--- src/rtl/alu_seq_multiplier.sv ---
// alu_seq_multiplier: 6x6 unsigned shift-add multiplier that uses an external
// 6-bit ALU as its adder. A right-shifting product/multiplier register holds
// the partial product in P[11:6] and the unused multiplier bits in P[5:0].
// Each CALC cycle either adds M into the upper half through the ALU and
// shifts, or only shifts. Six iterations produce the 12-bit product.
// Handshake: start is accepted only in IDLE, busy covers CALC and DONE, and
// done pulses for the single DONE cycle.
module alu_seq_multiplier #(
    parameter int          WIDTH   = 6,
    parameter logic [3:0]  OP_ADD  = 4'b0010,
    parameter logic [3:0]  OP_IDLE = 4'b0000
) (
    input  logic                 clk,
    input  logic                 reset,
    input  logic                 start,
    input  logic [WIDTH-1:0]     multiplicand,
    input  logic [WIDTH-1:0]     multiplier,
    output logic [WIDTH-1:0]     alu_a,
    output logic [WIDTH-1:0]     alu_b,
    output logic                 alu_cin,
    output logic [3:0]           alu_op,
    input  logic [WIDTH-1:0]     alu_result,
    input  logic                 alu_cout,
    output logic                 busy,
    output logic                 done,
    output logic [2*WIDTH-1:0]   product
);

    typedef enum logic [1:0] {
        IDLE = 2'd0,
        CALC = 2'd1,
        DONE = 2'd2
    } state_e;

    // Index of the final add/shift iteration.
    localparam logic [2:0] LAST_ITER = 3'(WIDTH - 1);

    state_e                state_q, state_d;
    logic [WIDTH-1:0]      m_q, m_d;
    logic [2*WIDTH-1:0]    p_q, p_d;
    logic [2:0]            cnt_q, cnt_d;
    logic [2*WIDTH-1:0]    product_q, product_d;

    // Value of the product register after the current iteration. When the
    // multiplier LSB is 1 the ALU sum (with its carry) replaces the upper
    // half; otherwise the upper half is shifted down unchanged.
    logic [2*WIDTH-1:0]    p_shift;

    // Next-state logic: operand capture, one iteration per CALC cycle, and
    // product latch on the final iteration.
    always_comb begin
        // NOTE: every signal assigned in this block gets a default first, so
        // no path leaves a value unassigned and no latch is inferred.
        state_d   = state_q;
        m_d       = m_q;
        p_d       = p_q;
        cnt_d     = cnt_q;
        product_d = product_q;
        p_shift   = p_q[0] ? {alu_cout, alu_result, p_q[WIDTH-1:1]}
                           : {1'b0, p_q[2*WIDTH-1:WIDTH], p_q[WIDTH-1:1]};

        case (state_q)
            IDLE: begin
                if (start) begin
                    m_d     = multiplicand;
                    p_d     = {{WIDTH{1'b0}}, multiplier};
                    cnt_d   = 3'd0;
                    state_d = CALC;
                end
            end
            CALC: begin
                p_d   = p_shift;
                cnt_d = cnt_q + 3'd1;
                if (cnt_q == LAST_ITER) begin
                    product_d = p_shift;
                    state_d   = DONE;
                end
            end
            DONE: begin
                // Start is ignored here; the next request is taken in IDLE.
                state_d = IDLE;
            end
            default: begin
                state_d = IDLE;
            end
        endcase
    end

    // State and datapath registers with synchronous reset; reset aborts any
    // computation in flight without a done pulse.
    always_ff @(posedge clk) begin
        // NOTE: sequential state uses non-blocking assignments so every
        // register samples the pre-edge values computed above.
        if (reset) begin
            state_q   <= IDLE;
            m_q       <= '0;
            p_q       <= '0;
            cnt_q     <= '0;
            product_q <= '0;
        end else begin
            state_q   <= state_d;
            m_q       <= m_d;
            p_q       <= p_d;
            cnt_q     <= cnt_d;
            product_q <= product_d;
        end
    end

    // ALU drive and handshake outputs, decoded from registered state only.
    always_comb begin
        alu_a   = p_q[2*WIDTH-1:WIDTH];
        alu_b   = m_q;
        alu_cin = 1'b0;
        alu_op  = (state_q == CALC) ? OP_ADD : OP_IDLE;
        busy    = (state_q == CALC) || (state_q == DONE);
        done    = (state_q == DONE);
        product = product_q;
    end

endmodule
--- config.mk ---
export PLATFORM = sky130hd
export DESIGN_NAME = alu_seq_multiplier
export DESIGN_NICKNAME = d
export VERILOG_FILES = /design/src/rtl/alu_seq_multiplier.sv
export SDC_FILE = /design/constraint.sdc
export NUM_CORES = 1
export LEC_CHECK = 0
export BUFFER_PORTS_ARGS = -buffer_cell sky130_fd_sc_hd__buf_2
export CAP_MARGIN = 15
export CORE_UTILIZATION = 45
export DETAILED_ROUTE_END_ITERATION = 7
export PLACE_DENSITY_LB_ADDON = 0.1
export SLEW_MARGIN = 20
export SYNTH_ARGS = -nofsm -noshare
export SYNTH_HDL_FRONTEND = slang
export SYNTH_SLANG_ARGS = --single-unit
--- constraint.sdc ---
create_clock -name clk -period 2.15 [get_ports clk]
set_input_delay 0.215 -clock clk [delete_from_list [all_inputs] [get_ports clk]]
set_output_delay 0.215 -clock clk [all_outputs]
set_load 0.02 [all_outputs]
==> impl_metrics.py <==
metrics = {
    "run_status": {
        "run_status": "completed",
    },
    "placement": {
        "numPortBuffers": 48,
        "placed_cells": 260,
        "dp_hpwl_um": 2330,
        "gp_congestion": 0.743,
    },
    "power_and_ir_drop": {
        "ir_drop_mv": 0.404,
        "power_density_nw_per_um2": 847,
        "p_leak_uw": 0.000842,
    },
    "timing": {
        "relSlewSlack_pct": 57.1,
        "setup_violations": 0,
        "rsz0062_at_grt": "false",
        "period_share_pct": 77.4,
        "finalHoldViolations": 0,
        "fin_crit_ns": 1.66,
        "fin_tns_setup_ns": 0,
        "fmax_mhz": 601,
        "slew_viol_final": 0,
        "fin_skew_ns": 0.0123,
        "whs_ns": 0.115,
        "tightestPinTransition_ns": 0.644,
    },
    "grt": {
        "grt_pass1_wl_um": 5260,
        "overflow": 0,
        "grt_pass1_vias": 1148,
        "grt_usage_pct": 19.4,
        "antenna_found_initial": 0,
        "grt_max_degree": 37,
    },
    "job": {
        "cap_violations": 0,
    },
    "layout": {
        "syn_to_final_growth_pct": 15.9,
        "instances_no_fill": 268,
        "post_route_cells_drive_above_1_share_pct": 30.6,
        "num-nets-final": 248,
        "nFillCells": 317,
        "diodes": 0,
    },
    "logic_synthesis": {
        "synth_top_cell_area_share_pct": 43.5,
        "ys.warnings.count": 0,
        "synth.area.top_cells": "dfxtp_1 44%, buf_4 6.5%, nor2_1 5.4%",
        "netlist_area_um2": 1610,
        "ys_types": 28,
        "synth_cells": 184,
        "syn_area_per_cell_um2": 8.74,
        "ys_ff_latch": 35,
        "synth_seq_area_share_pct": 43.5,
        "synth_largest_area_cell": "dfxtp_1",
    },
    "routing": {
        "drt_iter0_markers": 66,
        "wl_um": 3370,
        "wire_per_inst_um": 12.6,
        "drc": 0,
        "drt-pass1-iter-count": 5,
        "num_vias": 1372,
        "viasPerCell": 5.12,
        "ant_nets": 0,
    },
    "critical_path": {
        "worstPathMaxFanout": 22,
        "crit_required_ns": 2.35,
        "start_kind": "flop",
        "setup.worst_path.class": "flop to flop",
        "end_kind": "flop",
        "crit_arrival_ns": 1.86,
    },
    "clock_tree": {
        "cts_tree": "done",
        "worstSkewPairLatency_ns": 0.34,
        "htreeDepth": 2,
        "ctsHoldBuffers": 0,
        "cts.sinks": 35,
        "cts_buffers": 5,
        "cts_resized": 0,
        "post_cts_buffers": 0,
        "path_clk_slew_ns": 0.11,
        "clockRootBuffer": "clkbuf_4",
        "cts_max_path_buffers": 2,
    },
    "die": {
        "io_pins": 53,
        "fp.dieW_um": 61.8,
        "fp.dieArea_um2": 3820,
        "die_h_um": 61.8,
        "coreArea_um2": 3390,
        "rows": 21,
        "initial_core_util_pct": 47.5,
    },
    "hold_path": {
        "holdCritPathClass": "primary input to flop",
    },
}
-- synth_stat cells, drive strengths merged --
| library cell | number |
|---|---|
| dfxtp | 35 |
| nor2 | 23 |
| nand2 | 21 |
| buf | 20 |
| a21oi | 18 |
| nand3 | 8 |
| a211oi | 7 |
| mux2i | 7 |
| a32oi | 6 |
| mux2 | 6 |
| nor3 | 6 |
| ha | 5 |
| inv | 5 |
| clkbuf | 4 |
| nor2b | 3 |
| nand3b | 2 |
| a211o | 1 |
| a21bo | 1 |
| and3 | 1 |
| conb | 1 |
| nand2b | 1 |
| nand4 | 1 |
| o21ai | 1 |
| or2b | 1 |
-- registers in the layout (all words and copies together) (netlist names) --
| name | count |
|---|---|
| product | 12 |
| state_q | 2 |
| p_q | 12 |
| alu_b | 6 |
| cnt_q | 3 |
-- cell type report --
class / instances / area, um2 / share of cell area, %
multi-input cells: 123 / 738 / 39.6
flip-flops and latches: 35 / 701 / 37.6
repair buffers: 51 / 263 / 14.1
well taps: 46 / 57.6 / 3.09
clock buffers: 6 / 51.3 / 2.75
clock inverters: 2 / 35.0 / 1.88
inverters: 5 / 18.8 / 1.01
-- per-layer routing --
layer / wire (um) / up-vias / track usage (%)
met5: 0 / - / 0
met3: 199 / 5 / 7.66
met1: 1570 / 643 / 24.8
met4: 40 / 0 / 6.67
li1: - / 685 / -
met2: 1570 / 39 / 29.8
-- placed cells by master, fill, tap and decap left out, drive strengths merged, types with 2 or more instances in the layout --
cell type,synthesis,layout
mux2,6,6
a21oi,18,18
dfxtp,35,35
nand3b,2,2
inv,5,5
nand3,8,8
ha,5,5
a32oi,6,6
nor2,23,23
nor3,6,6
buf,20,51
nor2b,3,3
nand2,21,21
clkbuf,4,6
mux2i,7,7
conb,1,4
a211oi,7,7
-- power breakdown --
group	leakage [uW]	internal, uW	switching (uW)
Clock	0.0000482	275	221
Combinational	0.000510	143	209
Sequential	0.000285	692	39.2
Total	0.000842	1110	469
-- logic make-up (layout without fill, tap and decap cells) --
group / after synthesis / count (layout) / synth area share [%]
AND/OR/NAND/NOR: 67 / 67 / 18.4
adder cells (fa/ha/maj): 5 / 5 / 3.89
multiplexers: 13 / 13 / 8.79
AO/OA/AOI/OAI: 34 / 34 / 13.8
buffers and inverters: 29 / 64 / 11.3
flip-flops: 35 / 35 / 43.5
other: 1 / 4 / 0.233
-- stage by stage --
stage	instance area [um2]	util (%)	total power (uW)	setup slack, ns
2_1_floorplan	1620	-	1030	0.823
3_5_place_dp	1780	52.5	1100	0.541
6_report	1860	55.0	1580	0.485
5_1_grt	1860	55.0	1670	0.310
4_1_cts	1860	55.0	1590	0.494
3_3_place_gp	1780	52.5	1090	0.580
-- path summary, 6_finish.rpt --
path	startpoint	endpoint	slack (ns)	cells after the start
worst max-delay path	state_q[1]	product[6]	0.49	6
worst min-delay path	multiplicand[1]	alu_b[1]	0.11	3
worst max register to register	state_q[1]	product[6]	0.49	6
worst min register to register	product[4]	product[4]	0.46	2
-- worst max-delay path: stages, from the launching register on --
cell and delay [ns]:
dfxtp_1 0.34, inv_1 0.07, ha_1 0.17, buf_4 0.27, nand3_1 0.38, nor2_1 0.22, nor3_1 0.06
No activity file was read; power rests on OpenSTA's default activity.
